<file path="src/rtl/calc_ctrl.sv">
// Calculator operation sequencer: debounces the execute/clear buttons, snapshots
// the operands into the ALU, waits a fixed settle time, then writes back to the accumulator.
module calc_ctrl #(
  parameter int DEB_CYCLES = 4,
  parameter int ALU_WAIT   = 2
) (
  input  logic        clk,
  input  logic        rst_n,
  input  logic        btnd,
  input  logic        btnu,
  input  logic [3:0]  alu_op_in,
  input  logic [15:0] sw,
  input  logic [31:0] alu_result,
  input  logic        alu_zero,
  input  logic        alu_ovf,
  output logic [3:0]  alu_op,
  output logic [31:0] op1,
  output logic [31:0] op2,
  output logic [31:0] accum,
  output logic [15:0] led,
  output logic        busy,
  output logic        zero_flag,
  output logic        ovf_flag
);

  localparam int DW = $clog2(DEB_CYCLES + 1);
  localparam int WW = (ALU_WAIT > 1) ? $clog2(ALU_WAIT) : 1;

  typedef enum logic {IDLE, EXEC} state_t;

  // Index 0 is the execute button (btnd), index 1 the clear button (btnu).
  logic [1:0]    sync1;
  logic [1:0]    sync2;
  logic [1:0]    stable;
  logic [1:0]    evt;
  logic [DW-1:0] deb_cnt [2];

  logic          exec_evt;
  logic          clr_evt;

  state_t        state;
  state_t        next_state;
  logic          load_ops;
  logic          write_back;
  logic [WW-1:0] wait_cnt;

  // A level change is accepted on the DEB_CYCLES-th consecutive differing sample.
  always_ff @(posedge clk or negedge rst_n) begin
    if (!rst_n) begin
      sync1      <= '0;
      sync2      <= '0;
      stable     <= '0;
      evt        <= '0;
      deb_cnt[0] <= '0;
      deb_cnt[1] <= '0;
    end else begin
      sync1 <= {btnu, btnd};
      sync2 <= sync1;
      for (int i = 0; i < 2; i++) begin
        evt[i] <= 1'b0;
        if (sync2[i] == stable[i]) begin
          deb_cnt[i] <= '0;
        end else if (deb_cnt[i] == DW'(DEB_CYCLES - 1)) begin
          deb_cnt[i] <= '0;
          stable[i]  <= ~stable[i];
          evt[i]     <= ~stable[i];
        end else begin
          deb_cnt[i] <= deb_cnt[i] + DW'(1);
        end
      end
    end
  end

  assign exec_evt = evt[0];
  assign clr_evt  = evt[1];

  always_ff @(posedge clk or negedge rst_n) begin
    if (!rst_n) begin
      state <= IDLE;
    end else begin
      state <= next_state;
    end
  end

  // Clear has priority everywhere; exec is only honoured from IDLE, never queued.
  always_comb begin
    next_state = state;
    load_ops   = 1'b0;
    write_back = 1'b0;
    busy       = (state == EXEC);
    case (state)
      IDLE: begin
        if (clr_evt) begin
          next_state = IDLE;
        end else if (exec_evt) begin
          load_ops   = 1'b1;
          next_state = EXEC;
        end
      end
      EXEC: begin
        if (clr_evt) begin
          next_state = IDLE;
        end else if (wait_cnt == '0) begin
          write_back = 1'b1;
          next_state = IDLE;
        end
      end
      default: next_state = IDLE;
    endcase
  end

  always_ff @(posedge clk or negedge rst_n) begin
    if (!rst_n) begin
      alu_op    <= '0;
      op1       <= '0;
      op2       <= '0;
      wait_cnt  <= '0;
      accum     <= '0;
      zero_flag <= 1'b0;
      ovf_flag  <= 1'b0;
    end else begin
      if (load_ops) begin
        alu_op   <= alu_op_in;
        op1      <= accum;
        op2      <= {{16{sw[15]}}, sw};
        wait_cnt <= WW'(ALU_WAIT - 1);
      end else if (state == EXEC && wait_cnt != '0) begin
        wait_cnt <= wait_cnt - WW'(1);
      end

      if (clr_evt) begin
        accum     <= '0;
        zero_flag <= 1'b0;
        ovf_flag  <= 1'b0;
      end else if (write_back) begin
        accum     <= alu_result;
        zero_flag <= alu_zero;
        ovf_flag  <= ovf_flag | alu_ovf;
      end
    end
  end

  assign led = accum[15:0];

endmodule

</file>
<file path="config.mk">
export PLATFORM = sky130hd
export DESIGN_NAME = calc_ctrl
export DESIGN_NICKNAME = d
export VERILOG_FILES = /design/src/rtl/calc_ctrl.sv
export SDC_FILE = /design/constraint.sdc
export NUM_CORES = 1
export LEC_CHECK = 0
export ABC_CLOCK_PERIOD_IN_PS = 4650
export BUFFER_PORTS_ARGS = -buffer_cell sky130_fd_sc_hd__buf_2
export CORE_MARGIN = 8
export CORE_UTILIZATION = 51
export CTS_CLUSTER_DIAMETER = 80
export DETAILED_ROUTE_END_ITERATION = 12
export PLACE_DENSITY = 0.93
export REMOVE_ABC_BUFFERS = 1
export SLEW_MARGIN = 30
export SYNTH_ARGS = -nofsm -noshare
export SYNTH_HDL_FRONTEND = slang
export SYNTH_SLANG_ARGS = --single-unit
</file>
<file path="constraint.sdc">
create_clock -name clk -period 4.65 [get_ports clk]
set_input_delay 0.6975 -clock clk [delete_from_list [all_inputs] [get_ports clk]]
set_output_delay 0.6975 -clock clk [all_outputs]
set_load 0.005 [all_outputs]
</file>
# Word level (Yosys, flattened, before mapping)
# Index checks and enable logic that the tools add are counted.
# word_totals
reg_bits	102
out_inout_bits	119
# classes
reduce_logical	5
eq_ne	4
bitwise	6
addsub	3
muxes	25
# ops
cell	count
two-way mux 32 bit	2
two-way mux 1 bit	18
two-way mux 3 bit	4
adder 3 x 1 -> 3 bit (second input constant)	2
== test 3 x 2 -> 1 bit (second input constant)	2
NOT 1 bit	5
AND reduction 2 bit	2
nonzero test 2 bit	2
== test 1 bit	2
one-hot mux 1 bit (2 select lines)	1
logical AND 1 bit	1
bitwise OR 1 bit	1
subtractor 1 bit (second input constant)	1

# Longest topological paths before layout
# Gate-level depths: netlist of run 1.
# logic_depth
ltp_word	5
mapped_depth	5
mapped_depth_nobuf	3

# Worst setup path before layout of run 1
# OpenSTA, ideal clock, no wires.
# synth_timing
path_kind	flip-flop to flip-flop
start	register evt[1]
end	register op2[4]
arrival_ns	1.393
stages_incl_launch_ff	5
slack_ns	3.132
n_path_buf	2
t_required_ns	4.525
setup_time_ns	0.125
period_less_slack_ns	1.518
path_cell_list	dfrtp_1 > buf_2 > nor3b_4 > buf_6 > mux2_2
# synth_between
elab_chain_len	2
# synth_lines
element	line	source
from (decl)	35	logic [1:0] evt;
from (signal, indexed assignment)	66	evt[i] <= ~stable[i];
two-way mux 1 bit	93	if (clr_evt) begin
two-way mux 1 bit	91	case (state)
to (signal assigned)	125	op2 <= {{16{sw[15]}}, sw};
to (decl)	18	output logic [31:0] op2,
# No other way between the ends.
# A chain may end at the register's enable or synchronous reset.

# Worst setup path in the final report of run 1
# layout_timing
start	register state (netlist: busy)
end	register op1[27]
# layout_between
elab_chain_len	1
# layout_lines
element	line	source
from (decl)	41	state_t state;
from (signal assigned)	81	state <= next_state;
two-way mux 1 bit	91	
to (signal assigned)	124	op1 <= accum;
to (decl)	17	output logic [31:0] op1,
# No other way between the ends.

==> results of run 1 <==
-- placed cells by master (no fill, tap or decap), drive strengths merged --
cell type,instances
buf,182
dfrtp,102
nand2,66
mux2,54
a21oi,35
clkbuf,10
nor3b,5
bufinv,4
nor2,3
nor2b,3
xnor2,2
nor3,2
and3b,2
ha,2
mux2i,1
nand2b,1
inv,1
clkinvlp,1
clkinv,1
-- power breakdown --
group / switching (mW) / internal (mW) / total, mW
logic: 0.510 / 0.635 / 1.14
registers: 0.269 / 1.28 / 1.55
clock network: 0.290 / 0.426 / 0.715
total: 1.07 / 2.35 / 3.41
-- cell type report --
type	instances	area share, %
Timing Repair Buffer	182	18.4
Clock inverter	6	2.61
Inverter	1	0.0738
Tap cell	102	2.51
Sequential cell	102	50.2
Multi-Input combinational cell	176	23.6
Clock buffer	10	2.70
-- state kept, by name, summed over array words and instances (netlist names) --
name       flops
accum         32
alu_op         4
busy           1
deb_cnt        6
evt            2
op1           32
op2           16
ovf_flag       1
stable         2
sync1          2
sync2          2
wait_cnt       1
zero_flag      1
-- per-stage QoR --
stage / hold slack (ps) / setup slack (ps) / utilization [%]
2_1_floorplan: 331 / 1950 / -
3_3_place_gp: 336 / 2250 / 61.8
3_5_place_dp: 340 / 2450 / 62.0
4_1_cts: 362 / 2430 / 65.5
5_1_grt: 371 / 2340 / 65.5
6_report: 364 / 2470 / 65.5
-- layer usage --
metal	up-vias	track usage [%]	wire length, um
li1	1335	-	-
met1	1383	20.1	3980
met2	104	29.9	5080
met3	9	5.60	726
met4	0	5.53	93
met5	-	0	0
-- cells in the mapped netlist, drive strengths merged, types with 2 or more instances --
cell / count
clkbuf: 7
ha: 2
nor2: 3
xnor2: 2
nor3: 2
dfrtp: 102
buf: 42
nor2b: 3
nor3b: 5
a21oi: 35
mux2: 54
and3b: 2
nand2: 66
-- worst max-delay path by stage --
stage	slack [ps]	endpoint	cells after the start	startpoint
3_5_place_dp	2450	op1[31]$_DFFE_PN0P_	4	busy$_DFF_PN0_
3_3_place_gp	2250	op2[1]$_DFFE_PN0P_	3	busy$_DFF_PN0_
6_report	2470	op1[27]$_DFFE_PN0P_	4	busy$_DFF_PN0_
5_1_grt	2340	op1[20]$_DFFE_PN0P_	4	busy$_DFF_PN0_
4_1_cts	2430	op1[27]$_DFFE_PN0P_	4	busy$_DFF_PN0_
2_1_floorplan	1950	op2[15]$_DFFE_PN0P_	2	evt[1]$_DFF_PN0_
-- critical path, stage by stage, from the launching register on --
cell and delay, ps:
dfrtp_1 470, nor3b_4 590, buf_8 240, buf_4 360, mux2_2 390
-- logic make-up (layout without fill, tap and decap cells) --
family / after synthesis / count (layout) / share of synthesized area, %
AND/OR/NAND/NOR: 82 / 82 / 8.79
AO/OA/AOI/OAI: 35 / 35 / 4.27
buffers and inverters: 50 / 199 / 8.57
flip-flops: 102 / 102 / 62.3
multiplexers: 55 / 55 / 15.1
adder cells (fa/ha/maj): 2 / 2 / 0.610
XOR/XNOR: 2 / 2 / 0.427
==> results.yml, run 1 <==
yosys:
  syn_area_um2: 4100
  yosysTopAreaCell: "dfrtp_1"
  synthTopCellsByArea: "dfrtp_1 (62%), mux2_2 (14%), nand2_1 (6.0%)"
  synth_top_area_share_pct: 62.3
  async_flop_share_pct: 100
  gate_count_after_technology_mapping: 328
  synth_cell_types: 20
  avgSynthCellArea_um2: 12.5
  synth_enable_flop_cells: 0
  ys_ff_latch: 102
  ys_dominant_reg_cell: "dfrtp_1"
  yosysSeqAreaShare_pct: 62.3
  synthesis.yosys.warnings: 0
clocking:
  clk_latency_ps: 350
  cts.htree.levels: 3
  post_cts_buffers: 0
  hold_buffers: 0
  cts-root-to-sink-buffers: 2
  root_buffer: "clkbuf_8"
  clk_pin_slew_ps: 90
  numClockSinks: 102
  cts_inserted_buffers: 9
  cts_resized: 0
  cts_tree: "done"
worst_setup_path:
  worst-setup-path-type: "reg2reg"
  setup.worst_path.start_class: "flip-flop"
  crit-reg2reg-launch: "busy$_DFF_PN0_"
  register_to_register_setup_slack_ps: 2470
  critical_path_rt_ps: 4880
  cp_data_arrival_time_ps: 2410
  rr_worst_depth: 4
  timing.critical_path.fanout_max: 28
  r2r_end: "op1[27]$_DFFE_PN0P_"
  critical_path_end_type: "flip-flop"
sta:
  final_clock_period_utilization_by_the_worst_path_pct: 46.8
  setup_viol: 0
  final.min_clock_period_ps: 2180
  timing_max_transition_violations_final: 0
  max_clock_freq_ghz: 0.460
  report.final.hold_viol_count: 0
  max_slew_headroom_pct: 52.0
  grt_setup_unrepaired: "false"
  clock_skew_ps: 12.9
  setup_total_negative_slack_ps: 0
  worstMarginPinSlew_ps: 716
drt:
  firstDrtPassIters: 4
  avgRoutedWirePerCell_um: 17.1
  route.vias.total: 2831
  routed_wirelength_um: 9880
  post-route-drc-count: 0
  drt_iter0_drc: 114
  avgViaCountPerCell: 4.89
  antenna_violating_nets_post_route: 0
floorplanning:
  coreArea_um2: 7770
  die_width_um: 106
  floorplan.io_pins: 177
  initial_utilization_pct: 52.8
  floorplan.die_area_um2: 11200
  die_height_um: 106
  core.rowCount: 32
min_path:
  min_to: "sync2[1]$_DFF_PN0_"
  hold_path.startpoint: "sync1[1]$_DFF_PN0_"
  worst_hold_path.num_cells: 0
  hold_class: "reg2reg"
layout:
  fillCellCount: 619
  num_antenna_cells: 0
  multi_input_area_um2: 1200
  final-seq-area_um2: 2550
  layout.cell_area.non_filler_um2: 5090
  layout.nets: 532
  fin_cells: 579
  drive_gt1_share_pct: 52.4
  area.growth.synth_to_final_pct: 24.1
power_and_ir_drop:
  ir_drop_mv: 0.282
  reported_leakage_power_nw: 2.70
  total_power_mw: 3.41
  cellPowerDensity_nw_per_um2: 671
run:
  maxCapViolations: 0
placement:
  gp_congestion: 0.713
  buffers_added_on_ports: 176
  placed_cell_area_um2: 4820
  place.detailed.instances: 563
  place_hpwl_um: 7510
global_route:
  initial_antenna_violation_count: 0
  first_global_vias: 3091
  track_usage_pct: 17.4
  grt_max_degree: 59
  grt_remaining_overflow: 0
  wire_length_of_the_first_global_routing_pass_um: 15900
run_status:
  status: "complete, no violations"
Power figures use the tool's default switching activity.
==> inputs of run 2 (changes only) <==
--- a/config.mk
+++ b/config.mk
@@ -5,13 +5,13 @@
 export SDC_FILE = /design/constraint.sdc
 export NUM_CORES = 1
 export LEC_CHECK = 0
-export ABC_CLOCK_PERIOD_IN_PS = 4650
+export ABC_CLOCK_PERIOD_IN_PS = 2009
 export BUFFER_PORTS_ARGS = -buffer_cell sky130_fd_sc_hd__buf_2
 export CORE_MARGIN = 8
-export CORE_UTILIZATION = 51
+export CORE_UTILIZATION = 47
 export CTS_CLUSTER_DIAMETER = 80
 export DETAILED_ROUTE_END_ITERATION = 12
-export PLACE_DENSITY = 0.93
+export PLACE_DENSITY = 0.87
 export REMOVE_ABC_BUFFERS = 1
 export SLEW_MARGIN = 30
 export SYNTH_ARGS = -nofsm -noshare
==> constraint.sdc (replaced) <==
create_clock -name clk -period 2.01 [get_ports clk]
set_input_delay 0.3015 -clock clk [delete_from_list [all_inputs] [get_ports clk]]
set_output_delay 0.3015 -clock clk [all_outputs]
set_load 0.005 [all_outputs]
==> results.yml, run 2 (synthesized netlist as in run 1, its figures left out) <==
layout:
  layout.cell_area.non_filler_um2: 5060
  top_regs: "accum (32), op1 (32), op2 (16)"
  multi_input_area_um2: 1200
  mostFrequentLayoutCells: "buf_2 (175), dfrtp_1 (102), nand2_1 (66)"
  fin_cells: 590
  postLayoutCoreUtil_pct: 58.9
  fillCellCount: 711
  area.growth.synth_to_final_pct: 23.5
  final-seq-area_um2: 2550
  num_antenna_cells: 0
  most_common_library_cell_in_the_layout_ignoring_fill_and_taps: "buf_2"
  drive_gt1_share_pct: 52.3
  layout.nets: 537
floorplanning:
  floorplan.die_area_um2: 12000
  coreArea_um2: 8590
  floorplan.io_pins: 177
  initial_utilization_pct: 47.7
  die_height_um: 109
  die_width_um: 109
  core.rowCount: 34
sta:
  clock_skew_ps: 12.6
  max_slew_headroom_pct: 71.1
  final_critical_path_setup_slack_ps: 403
  hold_slack_ps: 53.2
  setup_total_negative_slack_ps: 0
  final.min_clock_period_ps: 1610
  timing_max_transition_violations_final: 0
  report.final.hold_viol_count: 0
  max_clock_freq_ghz: 0.622
  setup_viol: 0
  final_clock_period_utilization_by_the_worst_path_pct: 79.9
  worstMarginPinSlew_ps: 433
  grt_setup_unrepaired: "false"
clocking:
  cts_resized: 0
  numClockSinks: 102
  cts_tree: "done"
  cts.htree.levels: 3
  cts-root-to-sink-buffers: 2
  clk_pin_slew_ps: 90
  clk_latency_ps: 350
  cts_inserted_buffers: 9
  root_buffer: "clkbuf_8"
placement:
  buffers_added_on_ports: 176
  placement.setup.worst_slack_ps: 406
  place_hpwl_um: 7500
  place.detailed.instances: 573
  placed_cell_area_um2: 4860
  gp_congestion: 0.744
worst_setup_path:
  critical_path_end_type: "flip-flop"
  critical_path_rt_ps: 2240
  crit-reg2reg-launch: "busy$_DFF_PN0_"
  cp_data_arrival_time_ps: 1840
  timing.critical_path.fanout_max: 33
  register_to_register_setup_slack_ps: 400
  rr_worst_depth: 3
  worst-setup-path-type: "reg2reg"
  setup.worst_path.start_class: "flip-flop"
  r2r_end: "op1[6]$_DFFE_PN0P_"
min_path:
  worst_hold_path.num_cells: 1
  hold_class: "in2reg"
  hold_path.startpoint: "btnu"
  min_to: "sync1[1]$_DFF_PN0_"
drt:
  avgViaCountPerCell: 4.92
  routed_wirelength_um: 9930
  post-route-drc-count: 0
  route.vias.total: 2900
  avgRoutedWirePerCell_um: 16.8
  firstDrtPassIters: 4
  drt_iter0_drc: 125
  antenna_violating_nets_post_route: 0
power_and_ir_drop:
  p_int_mw: 5.03
  switchingPower_mw: 2.46
  power.clock.fraction_pct: 16.7
  p_comb_share_pct: 35.4
  reported_leakage_power_nw: 2.67
  cellPowerDensity_nw_per_um2: 1480
  total_power_mw: 7.49
  power_switching_share_pct: 32.9
  power_frac_seq_pct: 47.9
  ir_drop_mv: 0.719
global_route:
  track_usage_pct: 16.3
  wire_length_of_the_first_global_routing_pass_um: 15500
  initial_antenna_violation_count: 0
  grt_remaining_overflow: 0
  first_global_vias: 3163
  grt_max_degree: 61
run_status:
  status: "complete, no violations"
run:
  maxCapViolations: 0
## run 2: changes by cell type in the layout (fill, tap and decap cells not counted)
cell           change
clkinvlp_4         +3
dlygate4sd3_1      +1
buf_8              -1
clkbuf_8           -1
buf_4              +4
clkbuf_1           +2
buf_12             +1
bufinv_16          -3
clkinv_2           -1
## run 2: power by group through the flow
stage	sequential [mW]	clock, mW	combinational, mW
floorplan	3.70	0	0.967
global placement	3.55	0	2.61
detailed placement	3.63	0	2.72
CTS	3.60	1.29	2.73
finish	3.59	1.25	2.65
global route	3.73	1.39	2.93
## run 2: worst max-delay path: stages (launching register included)
cell and delay [ps]:
dfrtp_1 470, nor3b_4 200, buf_4 410, mux2_2 400
## run 2: final cells by class
type                    instances  share of cell area, %
flip-flops and latches        102                   50.4
multi-input cells             176                   23.7
repair buffers                187                   19.4
well taps                     108                   2.67
clock buffers                  11                   2.60
clock inverters                 5                   1.19
inverters                       1                 0.0741
## run 2: timing repair
item,CTS,global route
buffers inserted,0,0
setup endpoints to repair,0,0
endpoints found under the hold margin,22,0
hold buffers,1,0
## run 2: worst max path at each step
| stage | startpoint | endpoint | slack [ps] | depth (start not counted) |
|---|---|---|---|---|
| after floorplan | evt[1]$_DFF_PN0_ | op2[15]$_DFFE_PN0P_ | -690 | 2 |
| after global placement | busy$_DFF_PN0_ | op2[2]$_DFFE_PN0P_ | 450 | 3 |
| after detailed placement | busy$_DFF_PN0_ | op2[7]$_DFFE_PN0P_ | 410 | 3 |
| after CTS | busy$_DFF_PN0_ | op1[9]$_DFFE_PN0P_ | 380 | 3 |
| after global routing | busy$_DFF_PN0_ | op1[9]$_DFFE_PN0P_ | 320 | 3 |
| final | busy$_DFF_PN0_ | op1[6]$_DFFE_PN0P_ | 400 | 3 |
## run 2: routing by layer
metal  up-vias  track usage, %  routed length [um]
li1       1346               -                   -
met1      1429            18.0                3750
met2       114            29.0                5110
met3        11            5.28                 951
met4         0            5.01                 119
met5         -               0                   0
==> inputs of run 3 (changes only) <==
--- a/config.mk
+++ b/config.mk
@@ -5,7 +5,7 @@
 export SDC_FILE = /design/constraint.sdc
 export NUM_CORES = 1
 export LEC_CHECK = 0
-export ABC_CLOCK_PERIOD_IN_PS = 2009
+export ABC_CLOCK_PERIOD_IN_PS = 1500
 export BUFFER_PORTS_ARGS = -buffer_cell sky130_fd_sc_hd__buf_2
 export CORE_MARGIN = 8
 export CORE_UTILIZATION = 47
==> constraint.sdc (replaced) <==
create_clock -name clk -period 1.5 [get_ports clk]
set_input_delay 0.225 -clock clk [delete_from_list [all_inputs] [get_ports clk]]
set_output_delay 0.225 -clock clk [all_outputs]
set_load 0.005 [all_outputs]
==> results.yml, run 3 (synthesized netlist as in run 1, its figures left out) <==
run_status:
  status: "complete, no violations"
min_path:
  hold_class: "in2reg"
  hold_path.startpoint: "alu_result[31]"
sta:
  worstMarginPinSlew_ps: 408
  hold_slack_ps: 84.7
  report.final.hold_viol_count: 0
  final_clock_period_utilization_by_the_worst_path_pct: 95.6
  timing_max_transition_violations_final: 0
  clock_skew_ps: 10.8
  max_clock_freq_ghz: 0.697
  max_slew_headroom_pct: 72.8
  setup_viol: 0
  final_critical_path_setup_slack_ps: 65.3
  final.min_clock_period_ps: 1430
  grt_setup_unrepaired: "false"
clocking:
  numClockSinks: 102
  root_buffer: "clkbuf_8"
  clk_latency_ps: 360
  cts.htree.levels: 3
  clk_pin_slew_ps: 100
  cts_tree: "done"
  cts-root-to-sink-buffers: 2
  cts_inserted_buffers: 9
layout:
  postLayoutCoreUtil_pct: 60.1
  num_antenna_cells: 0
  drive_gt1_share_pct: 52.8
  most_common_library_cell_in_the_layout_ignoring_fill_and_taps: "buf_2"
  fillCellCount: 705
  top_regs: "accum (32), op1 (32), op2 (16)"
  area.growth.synth_to_final_pct: 26.0
  layout.nets: 540
  mostFrequentLayoutCells: "buf_2 (175), dfrtp_1 (101), nand2_1 (66)"
worst_setup_path:
  cp_slowest_stage_delay_ps: 410
  setup.worst_path.start: "evt[1]$_DFF_PN0_"
  cp_data_arrival_time_ps: 1680
  crit_path_cell_trace: "nor3b_4, buf_12, mux2_2"
  timing.critical_path.fanout_max: 39
  critical_path_end_type: "flip-flop"
  critical_path_rt_ps: 1740
  crit-reg2reg-launch: "evt[1]$_DFF_PN0_"
  worst-setup-path-type: "reg2reg"
  critical-path-slowest-cell: "dfrtp_1"
  setup.worst_path.start_class: "flip-flop"
floorplanning:
  die_width_um: 109
  die_height_um: 109
  coreArea_um2: 8590
  initial_utilization_pct: 47.7
  floorplan.die_area_um2: 12000
  floorplan.io_pins: 177
  core.rowCount: 34
placement:
  gp_congestion: 0.739
  place_hpwl_um: 7290
  placement.setup.worst_slack_ps: 72.0
  buffers_added_on_ports: 176
drt:
  route.vias.total: 2901
  antenna_violating_nets_post_route: 0
  avgViaCountPerCell: 4.89
  post-route-drc-count: 0
  routed_wirelength_um: 9880
  firstDrtPassIters: 4
  drt_iter0_drc: 134
  avgRoutedWirePerCell_um: 16.7
power_and_ir_drop:
  p_comb_share_pct: 34.4
  power_frac_seq_pct: 46.2
  power_switching_share_pct: 31.9
  reported_leakage_power_nw: 2.73
  p_int_mw: 7.07
  switchingPower_mw: 3.32
  ir_drop_mv: 0.920
  cellPowerDensity_nw_per_um2: 2010
  total_power_mw: 10.4
  power.clock.fraction_pct: 19.4
global_route:
  grt_remaining_overflow: 0
  track_usage_pct: 16.7
  grt_max_degree: 58
  first_global_vias: 3080
  initial_antenna_violation_count: 0
  wire_length_of_the_first_global_routing_pass_um: 15600
run:
  maxCapViolations: 0
run 3: repair_timing:
item | 4_1_cts | 5_1_grt
setup endpoints to repair | 0 | 17
hold buffers | 3 | 0
setup buffers | 0 | 0
resized for setup | 0 | 1
endpoints found under the hold margin | 104 | 0
run 3: final timing paths:
path | end | slack (ps) | cells after the start
max | op1[25]$_DFFE_PN0P_ | 70 | 3
min | accum[31]$_DFFE_PN0P_ | 80 | 3
max reg2reg | op1[25]$_DFFE_PN0P_ | 70 | 3
min reg2reg | sync2[0]$_DFF_PN0_ | 360 | 0
max in group asynchronous | op1[8]$_DFFE_PN0P_ | 830 | 3
min in group asynchronous | alu_op[3]$_DFFE_PN0P_ | 380 | 3
run 3: final cells by class:
class	count	area (um2)	area share [%]
flip-flops and latches	102	2550	49.4
multi-input cells	176	1200	23.2
repair buffers	190	1030	20.0
clock buffers	12	165	3.20
well taps	108	135	2.62
clock inverters	4	77.6	1.50
inverters	1	3.75	0.0726
run 3: power by group through the flow:
stage / registers [mW] / logic (mW) / clock network [mW]
after global placement: 4.75 / 3.52 / 0
after floorplan: 4.96 / 1.30 / 0
after CTS: 4.81 / 3.67 / 2.06
final: 4.80 / 3.57 / 2.01
after detailed placement: 4.86 / 3.66 / 0
after global routing: 5.01 / 3.94 / 2.19
run 3: metrics by stage:
stage,setup TNS [ps],std cells,cell area [um2]
after floorplan,-78370,279,3750
after global placement,0,574,4890
after detailed placement,0,574,4890
after CTS,0,593,5170
after global routing,0,593,5170
final,0,593,5170
run 3: worst max-delay path: cells and delay by family, from the launching register on:
family,cells,cell delay [ps]
and+or+nand+nor,1,250
muxes,1,370
buffers and inverters,1,270
DFF,1,410
run 3: routing by layer:
| metal | up-vias | part of all wire (%) | global-route usage, % |
|---|---|---|---|
| li1 | 1359 | - | - |
| met1 | 1424 | 40 | 19.8 |
| met2 | 110 | 50 | 28.1 |
| met3 | 8 | 8.4 | 5.98 |
| met4 | 0 | 1.1 | 4.53 |
| met5 | - | 0 | 0 |
